===== src/rtl/conv2d_stream_pkg.sv =====
// ============================================================================
// Module   : conv_pkg
// Brief    : Shared types and constants for the conv2d_stream convolver.
// Revision : 1.0 - initial release
// ============================================================================
`default_nettype none

package conv_pkg;

    typedef enum logic [1:0] {
        S_IDLE  = 2'd0,
        S_RUN   = 2'd1,
        S_DRAIN = 2'd2
    } state_t;

    // Product register stage followed by the sum register stage
    localparam int PIPE_DEPTH = 2;

    function automatic int acc_width(input int data_w, input int wgt_w, input int k);
        return data_w + wgt_w + $clog2(k * k) + 1;
    endfunction

endpackage

`default_nettype wire


===== src/rtl/conv2d_stream_if.sv =====
// ============================================================================
// Module   : conv2d_stream_if
// Brief    : Control, kernel, activation and result signals of conv2d_stream.
// Revision : 1.0 - initial release
// ============================================================================
`default_nettype none

interface conv2d_stream_if
    import conv_pkg::*;
#(
    parameter int K      = 3,
    parameter int DATA_W = 8,
    parameter int WGT_W  = 8
);
    localparam int ACC_W = acc_width(DATA_W, WGT_W, K);

    logic                       start;
    logic [K*K*WGT_W-1:0]       weights;
    logic                       act_valid;
    logic [DATA_W-1:0]          activation;
    logic signed [ACC_W-1:0]    P_out;
    logic                       out_valid;
    logic                       finish;
    logic                       busy;

    modport master (
        output start, weights, act_valid, activation,
        input  P_out, out_valid, finish, busy
    );

    modport slave (
        input  start, weights, act_valid, activation,
        output P_out, out_valid, finish, busy
    );

endinterface

`default_nettype wire


===== src/rtl/conv2d_stream_line_buffer.sv =====
// ============================================================================
// Module   : conv_line_buffer
// Brief    : Enable-gated shift register delaying one image row segment.
// Revision : 1.0 - initial release
// ============================================================================
`default_nettype none

module conv_line_buffer #(
    parameter int DATA_W = 8,
    parameter int DEPTH  = 5
) (
    input  wire                 clock,
    input  wire                 shift_en,
    input  wire  [DATA_W-1:0]   din,
    output logic [DATA_W-1:0]   dout
);

    generate
        if (DEPTH == 0) begin : g_bypass
            assign dout = din;
        end else begin : g_sr
            logic [DATA_W-1:0] r_sr [DEPTH];

            always_ff @(posedge clock) begin
                if (shift_en) begin
                    r_sr[0] <= din;
                    for (int i = 1; i < DEPTH; i++) begin
                        r_sr[i] <= r_sr[i-1];
                    end
                end
            end

            assign dout = r_sr[DEPTH-1];
        end
    endgenerate

endmodule

`default_nettype wire


===== src/rtl/conv2d_stream.sv =====
// ============================================================================
// Module   : conv2d_stream
// Brief    : Streaming KxK 2-D convolver with line buffers and 2-stage MAC.
//            Define CONV_RELU_EN to clamp negative results to zero.
// Revision : 1.0 - initial release
// ============================================================================
`default_nettype none

module conv2d_stream
    import conv_pkg::*;
#(
    parameter int K      = 3,
    parameter int IMG_W  = 8,
    parameter int IMG_H  = 8,
    parameter int DATA_W = 8,
    parameter int WGT_W  = 8
) (
    input  wire             clock,
    input  wire             reset,
    conv2d_stream_if.slave  bus
);

    localparam int ACC_W    = acc_width(DATA_W, WGT_W, K);
    localparam int NTAP     = K * K;
    localparam int LB_DEPTH = IMG_W - K;
    localparam int COL_W    = $clog2(IMG_W);
    localparam int ROW_W    = $clog2(IMG_H);

    state_t                     r_state;
    state_t                     w_state_nxt;
    logic [COL_W-1:0]           r_col;
    logic [ROW_W-1:0]           r_row;
    logic signed [WGT_W-1:0]    r_wgt [NTAP];
    logic [DATA_W-1:0]          r_win [K][K];
    logic [DATA_W-1:0]          w_lb_out [K-1];
    logic signed [ACC_W-1:0]    r_prod [NTAP];
    logic signed [ACC_W-1:0]    w_sum;
    logic signed [ACC_W-1:0]    r_p_out;
    logic                       r_win_vld;
    logic                       r_win_last;
    logic [PIPE_DEPTH-1:0]      r_vld_sr;
    logic [PIPE_DEPTH-1:0]      r_last_sr;
    logic                       w_accept;
    logic                       w_start;
    logic                       w_col_end;
    logic                       w_row_end;
    logic                       w_win_full;

    assign w_accept   = (r_state == S_RUN) && bus.act_valid;
    assign w_start    = (r_state == S_IDLE) && bus.start;
    assign w_col_end  = (r_col == COL_W'(IMG_W - 1));
    assign w_row_end  = (r_row == ROW_W'(IMG_H - 1));
    assign w_win_full = (r_row >= ROW_W'(K - 1)) && (r_col >= COL_W'(K - 1));

    always_ff @(posedge clock) begin
        if (reset) begin
            r_state <= S_IDLE;
        end else begin
            r_state <= w_state_nxt;
        end
    end

    always_comb begin
        w_state_nxt = r_state;
        case (r_state)
            S_IDLE:  if (bus.start) w_state_nxt = S_RUN;
            S_RUN:   if (w_accept && w_col_end && w_row_end) w_state_nxt = S_DRAIN;
            S_DRAIN: if (r_last_sr[PIPE_DEPTH-1]) w_state_nxt = S_IDLE;
            default: w_state_nxt = S_IDLE;
        endcase
    end

    // Position of the pixel being accepted this cycle
    always_ff @(posedge clock) begin
        if (reset || w_start) begin
            r_col <= '0;
            r_row <= '0;
        end else if (w_accept) begin
            if (w_col_end) begin
                r_col <= '0;
                r_row <= w_row_end ? '0 : r_row + 1'b1;
            end else begin
                r_col <= r_col + 1'b1;
            end
        end
    end

    always_ff @(posedge clock) begin
        if (w_start) begin
            for (int i = 0; i < NTAP; i++) begin
                r_wgt[i] <= bus.weights[i*WGT_W +: WGT_W];
            end
        end
    end

    // Row K-1 takes the live pixel; older rows are fed from the line buffers
    always_ff @(posedge clock) begin
        if (w_accept) begin
            for (int r = 0; r < K; r++) begin
                for (int c = 0; c < K-1; c++) begin
                    r_win[r][c] <= r_win[r][c+1];
                end
            end
            for (int r = 0; r < K-1; r++) begin
                r_win[r][K-1] <= w_lb_out[r];
            end
            r_win[K-1][K-1] <= bus.activation;
        end
    end

    generate
        for (genvar g = 0; g < K-1; g++) begin : g_lb
            conv_line_buffer #(
                .DATA_W (DATA_W),
                .DEPTH  (LB_DEPTH)
            ) u_lb (
                .clock    (clock),
                .shift_en (w_accept),
                .din      (r_win[g+1][0]),
                .dout     (w_lb_out[g])
            );
        end
    endgenerate

    always_ff @(posedge clock) begin
        if (reset) begin
            r_win_vld  <= 1'b0;
            r_win_last <= 1'b0;
            r_vld_sr   <= '0;
            r_last_sr  <= '0;
        end else begin
            r_win_vld  <= w_accept && w_win_full;
            r_win_last <= w_accept && w_col_end && w_row_end;
            r_vld_sr   <= {r_vld_sr[PIPE_DEPTH-2:0], r_win_vld};
            r_last_sr  <= {r_last_sr[PIPE_DEPTH-2:0], r_win_last};
        end
    end

    // Stage 1: activations zero-extended, weights sign-extended
    always_ff @(posedge clock) begin
        for (int r = 0; r < K; r++) begin
            for (int c = 0; c < K; c++) begin
                r_prod[r*K+c] <= $signed(ACC_W'(r_win[r][c])) * ACC_W'(r_wgt[r*K+c]);
            end
        end
    end

    always_comb begin
        w_sum = '0;
        for (int i = 0; i < NTAP; i++) begin
            w_sum = w_sum + r_prod[i];
        end
    end

    // Stage 2: result register holds between valid windows
    always_ff @(posedge clock) begin
        if (reset) begin
            r_p_out <= '0;
        end else if (r_vld_sr[0]) begin
`ifdef CONV_RELU_EN
            r_p_out <= w_sum[ACC_W-1] ? '0 : w_sum;
`else
            r_p_out <= w_sum;
`endif
        end
    end

    assign bus.P_out     = r_p_out;
    assign bus.out_valid = r_vld_sr[PIPE_DEPTH-1];
    assign bus.finish    = r_last_sr[PIPE_DEPTH-1];
    assign bus.busy      = (r_state != S_IDLE);

endmodule

`default_nettype wire


===== src/flat_wrapper.sv =====
// flat-port wrapper written by rule: the top's interface ports become plain ports
module conv2d_stream_flat import conv_pkg::*;
#(
    parameter int K      = 3,
    parameter int IMG_W  = 8,
    parameter int IMG_H  = 8,
    parameter int DATA_W = 8,
    parameter int WGT_W  = 8
)
  (clock, reset, bus_start, bus_weights, bus_act_valid, bus_activation, bus_P_out, bus_out_valid, bus_finish, bus_busy);
  conv2d_stream_if #(.K(K), .DATA_W(DATA_W), .WGT_W(WGT_W)) bus_i ();
  input  wire clock;
  input  wire reset;
  input wire logic [$bits(bus_i.start)-1:0] bus_start;
  input wire logic [$bits(bus_i.weights)-1:0] bus_weights;
  input wire logic [$bits(bus_i.act_valid)-1:0] bus_act_valid;
  input wire logic [$bits(bus_i.activation)-1:0] bus_activation;
  output wire logic [$bits(bus_i.P_out)-1:0] bus_P_out;
  output wire logic [$bits(bus_i.out_valid)-1:0] bus_out_valid;
  output wire logic [$bits(bus_i.finish)-1:0] bus_finish;
  output wire logic [$bits(bus_i.busy)-1:0] bus_busy;
  assign bus_i.start = bus_start;
  assign bus_i.weights = bus_weights;
  assign bus_i.act_valid = bus_act_valid;
  assign bus_i.activation = bus_activation;
  assign bus_P_out = bus_i.P_out;
  assign bus_out_valid = bus_i.out_valid;
  assign bus_finish = bus_i.finish;
  assign bus_busy = bus_i.busy;
  conv2d_stream #(.K(K), .IMG_W(IMG_W), .IMG_H(IMG_H), .DATA_W(DATA_W), .WGT_W(WGT_W)) u_core (.clock(clock), .reset(reset), .bus(bus_i));
endmodule

===== config.mk =====
export PLATFORM = sky130hd
export DESIGN_NAME = conv2d_stream_flat
export DESIGN_NICKNAME = d
export VERILOG_FILES = /design/src/rtl/conv2d_stream_pkg.sv /design/src/rtl/conv2d_stream_if.sv /design/src/rtl/conv2d_stream_line_buffer.sv /design/src/rtl/conv2d_stream.sv /design/src/flat_wrapper.sv
export SDC_FILE = /design/constraint.sdc
export NUM_CORES = 2
export LEC_CHECK = 0
export ABC_CLOCK_PERIOD_IN_PS = 4350
export BUFFER_PORTS_ARGS = -buffer_cell sky130_fd_sc_hd__buf_2
export CORE_MARGIN = 4
export CORE_UTILIZATION = 40
export CTS_CLUSTER_SIZE = 25
export DETAILED_ROUTE_END_ITERATION = 6
export GPL_TIMING_DRIVEN = 0
export HOLD_SLACK_MARGIN = 0.02
export PLACE_DENSITY = 0.59
export RECOVER_POWER = 25
export SYNTH_ARGS = -nofsm -noshare
export SYNTH_HDL_FRONTEND = slang
export SYNTH_SLANG_ARGS = --single-unit

===== constraint.sdc =====
create_clock -name clock -period 4.35 [get_ports clock]
set_input_delay 0.2175 -clock clock [delete_from_list [all_inputs] [get_ports clock]]
set_output_delay 0.2175 -clock clock [all_outputs]
set_load 0.02 [all_outputs]

# [Word level (Yosys, flattened, before mapping)]
# Memories as Yosys holds them, arrays and structs flattened.
# Cells that the tools add are included.
[word_totals] reg_bits=35 ram_bits=413 input_bits=84 output_inout_bits=24 wordCells=62 mem_count=5
[mem_list] name="u_core.r_prod" words=9 width=21 read_ports=9 rd_clocked_by_memory_dff=0 write_ports=9 line="conv2d_stream.sv:36" source="logic signed [ACC_W-1:0] r_prod [NTAP];"
[mem_list] name="u_core.r_wgt" words=9 width=8 read_ports=9 rd_clocked_by_memory_dff=0 write_ports=9 line="conv2d_stream.sv:33" source="logic signed [WGT_W-1:0] r_wgt [NTAP];"
[mem_list] name="u_core.r_win" words=3 width=24 read_ports=3 rd_clocked_by_memory_dff=0 write_ports=3 line="conv2d_stream.sv:34" source="logic [DATA_W-1:0] r_win [K][K];"
[mem_list] name="u_core.g_lb[0].u_lb.g_sr.r_sr" words=5 width=8 read_ports=5 rd_clocked_by_memory_dff=0 write_ports=5 line="conv2d_stream_line_buffer.sv:22" source="logic [DATA_W-1:0] r_sr [DEPTH];"
[mem_list] name="u_core.g_lb[1].u_lb.g_sr.r_sr" words=5 width=8 read_ports=5 rd_clocked_by_memory_dff=0 write_ports=5 line="conv2d_stream_line_buffer.sv:22"
[classes] n_addsub=10 n_mul=9 order_cmp=2 eq_ne=7 muxes=10 reduce_logical=11
[op_table] op="adder 21 bit" n=8
[op_table] op="multiplier 9 x 8 -> 17 bit" n=9
[op_table] op="adder 3 x 1 -> 3 bit (second input constant)" n=2
[op_table] op="== test 3 bit (second input constant)" n=2
[op_table] op="greater-or-equal comparator 3 x 2 -> 1 bit (second input constant)" n=2
[op_table] op="logical AND 1 bit" n=6
[op_table] op="two-way mux 2 bit" n=3
[op_table] op="two-way mux 3 bit" n=2
[op_table] op="one-hot mux 2 bit (3 select lines)" n=1
[op_table] op="two-way mux 1 bit" n=4
[op_table] op="!= test 2 bit (second input constant)" n=2
[op_table] op="AND reduction 3 bit" n=1
[op_table] op="== test 2 x 1 -> 1 bit (second input constant)" n=1
[op_table] op="== test 2 bit (second input constant)" n=1
[op_table] op="logical NOT 2 bit" n=1
[op_table] op="!= test 2 x 1 -> 1 bit (second input constant)" n=1
[op_table] op="AND reduction 2 bit" n=1
[op_table] op="nonzero test 2 bit" n=1
[op_table] op="logical OR 1 bit" n=1

# [Longest topological paths before layout]
# An unclocked memory read counts as a cell.
[depth] word_depth=9 ltp_mapped=17

# [Cells and area by module]
# A second synthesis with hierarchy kept.
[hier_totals] cells_unflattened=3201 area_unflattened_um2=34555.6
[by_module_without_submodules] module="conv2d_stream" instances=1 cells_per_inst=3105 area_per_inst_um2=32033.2 seq_area_each_um2=8087.8
[by_module_without_submodules] module="conv_line_buffer" instances=2 cells_per_inst=48 area_per_inst_um2=1261.2 seq_area_each_um2=1201.2

# [Worst setup path before layout]
# No wires, ideal clock.
[synth_timing] path_type="register to register" start="reg u_core.r_state[0]" end="reg u_core.r_row[0]" setup_time_ns=0.067 arrival_ns=4.714 required_ns=4.283 setup_slack_ns=-0.431 stages_incl_launch_ff=9 path_buffers=1 synth_period_minus_slack_ns=4.781 path_cell_list="dfxtp_1 -> nand2_1 -> or2_2 -> clkbuf_1 -> inv_1 -> nand2_1 -> nor3_1 -> a21oi_1 -> nor2_1"
[synth_between] elab_chain_len=3
[synth_lines] item="start, declared" line="conv2d_stream.sv:29" source="state_t r_state;"
[synth_lines] item="start signal, assigned" line="conv2d_stream.sv:59" source="r_state <= w_state_nxt;"
[synth_lines] item="== test 2 x 1 -> 1 bit" line="conv2d_stream.sv:49" source="assign w_accept = (r_state == S_RUN) && bus.act_valid;"
[synth_lines] item="logical AND 1 bit" line="conv2d_stream.sv:49"
[synth_lines] item="named net u_core.g_lb[0].u_lb.shift_en" line="conv2d_stream_line_buffer.sv:13" source="input wire shift_en,"
[synth_lines] item="AND reduction 2 bit (no line)"
[synth_lines] item="end signal, assigned" line="conv2d_stream.sv:81" source="r_row <= w_row_end ? '0 : r_row + 1'b1;"
[synth_lines] item="end, declared" line="conv2d_stream.sv:32" source="logic [ROW_W-1:0] r_row;"
# The timed path passes the listed nets, and every way through them passes these cells.
# A chain may end at the register's enable or synchronous reset.

==> results.cfg <==
[place]
place.gp.congestion = 0.828
placed_area_um2 = 37300
hpwl_mm = 63.9
place_inst = 4626
pre_cts_ws_ns = -0.602
port_buffers = 107

[setup_path]
max_stage_delay_ns = 0.50
critPathCaptureType = flop
cp-start-kind = flop
r2r_setup_slack_ns = -0.19
worstSetupPathType = flop to flop
required_ns = 4.84
cp_slowest_cell = edfxtp_1
crit_fanout = 4
path_cells = buf_6, and2_1, fa_1, inv_1, fa_1, inv_1, fa_1, inv_1, fa_1, inv_1, ha_4, o21a_1, o31a_1, o31a_1, o21bai_2, buf_4, a211o_1, o311ai_4
cp.arrival_ns = 5.03

[sta]
slew_viol_final = 0
fin_crit_sh_pct = 104
worst_slew_pin_slew_ns = 0.832
relSlewSlack_pct = 44.5
worst_slack_ns = -0.194
clock.fmax_mhz = 220
clock_skew_ns = 0.0154
rsz0062_at_grt = yes
period_minus_slack_ns = 4.54
finalHoldViolCount = 0
setup_viol = 12

[logic_synthesis]
synth_xor_area_share_pct = 2.02
synth.avg_cell_area_um2 = 10.5
yosysSeqAreaShare_pct = 29.8
yosysUniqueCellTypes = 72
synth_top_cells_by_count = 762 x inv_1, 455 x fa_1, 414 x ha_1
yosysMostFrequentCell = inv_1
synth_top_area_cell = fa_1
ys_seq_elements = 412
synth_compound_gate_area_share_pct = 5.74
synthFlopType = edfxtp_1
synth.mux.area_fraction_pct = 0.370
synthAdderAreaFrac_pct = 40.6
synth.top_cell.area_share_pct = 25.9
synthSimpleGateAreaFrac_pct = 13.2
synthCells = 3358
syn_nets = 4311
synth_top_family_by_area = adder cells
synthArstFlopShare_pct = 0
synth.area.top_cells = fa_1 26%, edfxtp_1 19%, ha_1 15%
synth_edf_count = 224
ys_warn_count = 0
syn_area_um2 = 35200

[cells_and_area]
multi_input_area_um2 = 23200
drive_above_1_share_pct = 19.0
syn_to_final_growth_pct = 23.5
fin_cells = 5081
diodes = 0
fillers = 7994
seqCellArea_um2 = 10500
fin_nets = 4836
finish.instance_area_um2 = 43500

[outcome]
status = finished with violations
violations = negative setup slack

[clock_network]
root_buffer = clkbuf_16
htree_levels = 2
clock_latency_ns = 0.60
clk_pin_slew_worst_paths_ns = 0.06
cts_sinks = 412
cts.path.max_buffers = 3
cts_made_buffers = 51
cts_tree = yes

[drt]
first_pass_iters = 7
wire_per_inst_um = 16.6
vias = 24134
drc = 0
finalWirelength_mm = 84.2
drtAntennaViolNets = 0
initialDrtViolationCount = 1074
via_per_inst = 4.75

[floorplan]
io_pins = 108
core.rowCount = 108
core_area_um2 = 87000
die_x_um = 305
die_h_um = 305
initial_core_util_pct = 40.4
die_area_um2 = 92800

[grt]
antenna_found_initial = 3
grt_max_degree = 46
grt_usage_pct = 18.3
grt_overflow = 0
grt_pass1_vias = 24956
grt_pass1_wl_mm = 135

[run]
maxCapViolCount = 0

[worst_hold_path]
min_path_type = primary input to flop
-- timing repair --
item | CTS | global route
setup buffers | 195 | 83
setup endpoints to repair | 48 | 57
pin swaps | 90 | 106
endpoints found under the hold margin | 83 | 0
hold buffers | 82 | 0
gates resized for setup | 147 | 207
-- registers in the layout (all words and copies together) (netlist names) --
signal,cells
u_core.r_win_vld,1
u_core.bus.P_out,21
u_core.r_prod,153
u_core.r_win,72
u_core.r_vld_sr,2
u_core.r_win_last,1
u_core.r_last_sr,2
u_core.g_lb.u_lb.g_sr.r_sr,80
u_core.r_col,3
u_core.r_wgt,72
u_core.r_state,2
u_core.r_row,3
-- critical path, delay by kind of cell, from the launching register on --
| family | cells | cell delay [ns] |
|---|---|---|
| buf+inv | 6 | 0.54 |
| fa+ha+maj | 5 | 2.20 |
| compound gates | 6 | 1.03 |
| flops | 1 | 0.50 |
| simple gates | 1 | 0.14 |
-- cell type report --
class                      instances  share of cell area [%]
multi-input combinational       2171                    53.4
timing repair buffer             472                    8.49
tap                             1155                    3.33
inverter                         762                    6.60
sequential                       412                    24.2
clock inverter                    28                   0.605
buffer                            13                   0.127
clock buffer                      68                    3.35
-- kinds of logic after synthesis --
family	Yosys count
XOR/XNOR	81
AO/OA/AOI/OAI	291
adder cells (fa/ha/maj)	869
multiplexers	13
flip-flops	412
AND/OR/NAND/NOR	917
buffers and inverters	775
-- through the flow --
stage | utilization (%) | setup TNS [ns] | hold slack, ns
2_1_floorplan | - | 0 | 0.316
5_1_grt | 49.9 | -3.87 | 0.303
6_report | 49.9 | -0.979 | 0.322
4_1_cts | 48.3 | -1.12 | 0.276
3_5_place_dp | 42.9 | -9.13 | 0.396
3_3_place_gp | 42.7 | -275.55 | 0.394
-- per-layer routing --
metal	wire length [um]	track usage [%]	vias to the layer above	share of wire [%]
met4	2080	4.79	2	2.5
li1	-	-	11703	-
met2	40700	31.1	373	48
met3	3080	2.39	106	3.7
met1	38400	24.8	11950	46
met5	13	0	-	0.015
-- cell usage in the layout (no fill, tap or decap), types with 82 or more instances in the layout --
| cell type | n |
|---|---|
| ha_1 | 375 |
| dfxtp_1 | 183 |
| dlygate4sd3_1 | 82 |
| edfxtp_1 | 224 |
| nand2_1 | 287 |
| buf_2 | 95 |
| nor2_1 | 113 |
| fa_1 | 429 |
| and2_1 | 252 |
| buf_4 | 242 |
| inv_1 | 733 |
-- path summary, 6_finish.rpt --
kind,to,depth (start not counted),startpoint
max,u_core.r_prod[0][98],18,u_core.r_win[0][34]
min,u_core.r_wgt[0][37],2,bus_weights[37]
max reg2reg,u_core.r_prod[0][98],18,u_core.r_win[0][34]
min reg2reg,u_core.r_win[0][26],0,u_core.g_lb[1].u_lb.g_sr.r_sr[0][34]
Power is not shown: default switching activity piles up to over one toggle a cycle in this logic, so the estimate is an artifact.
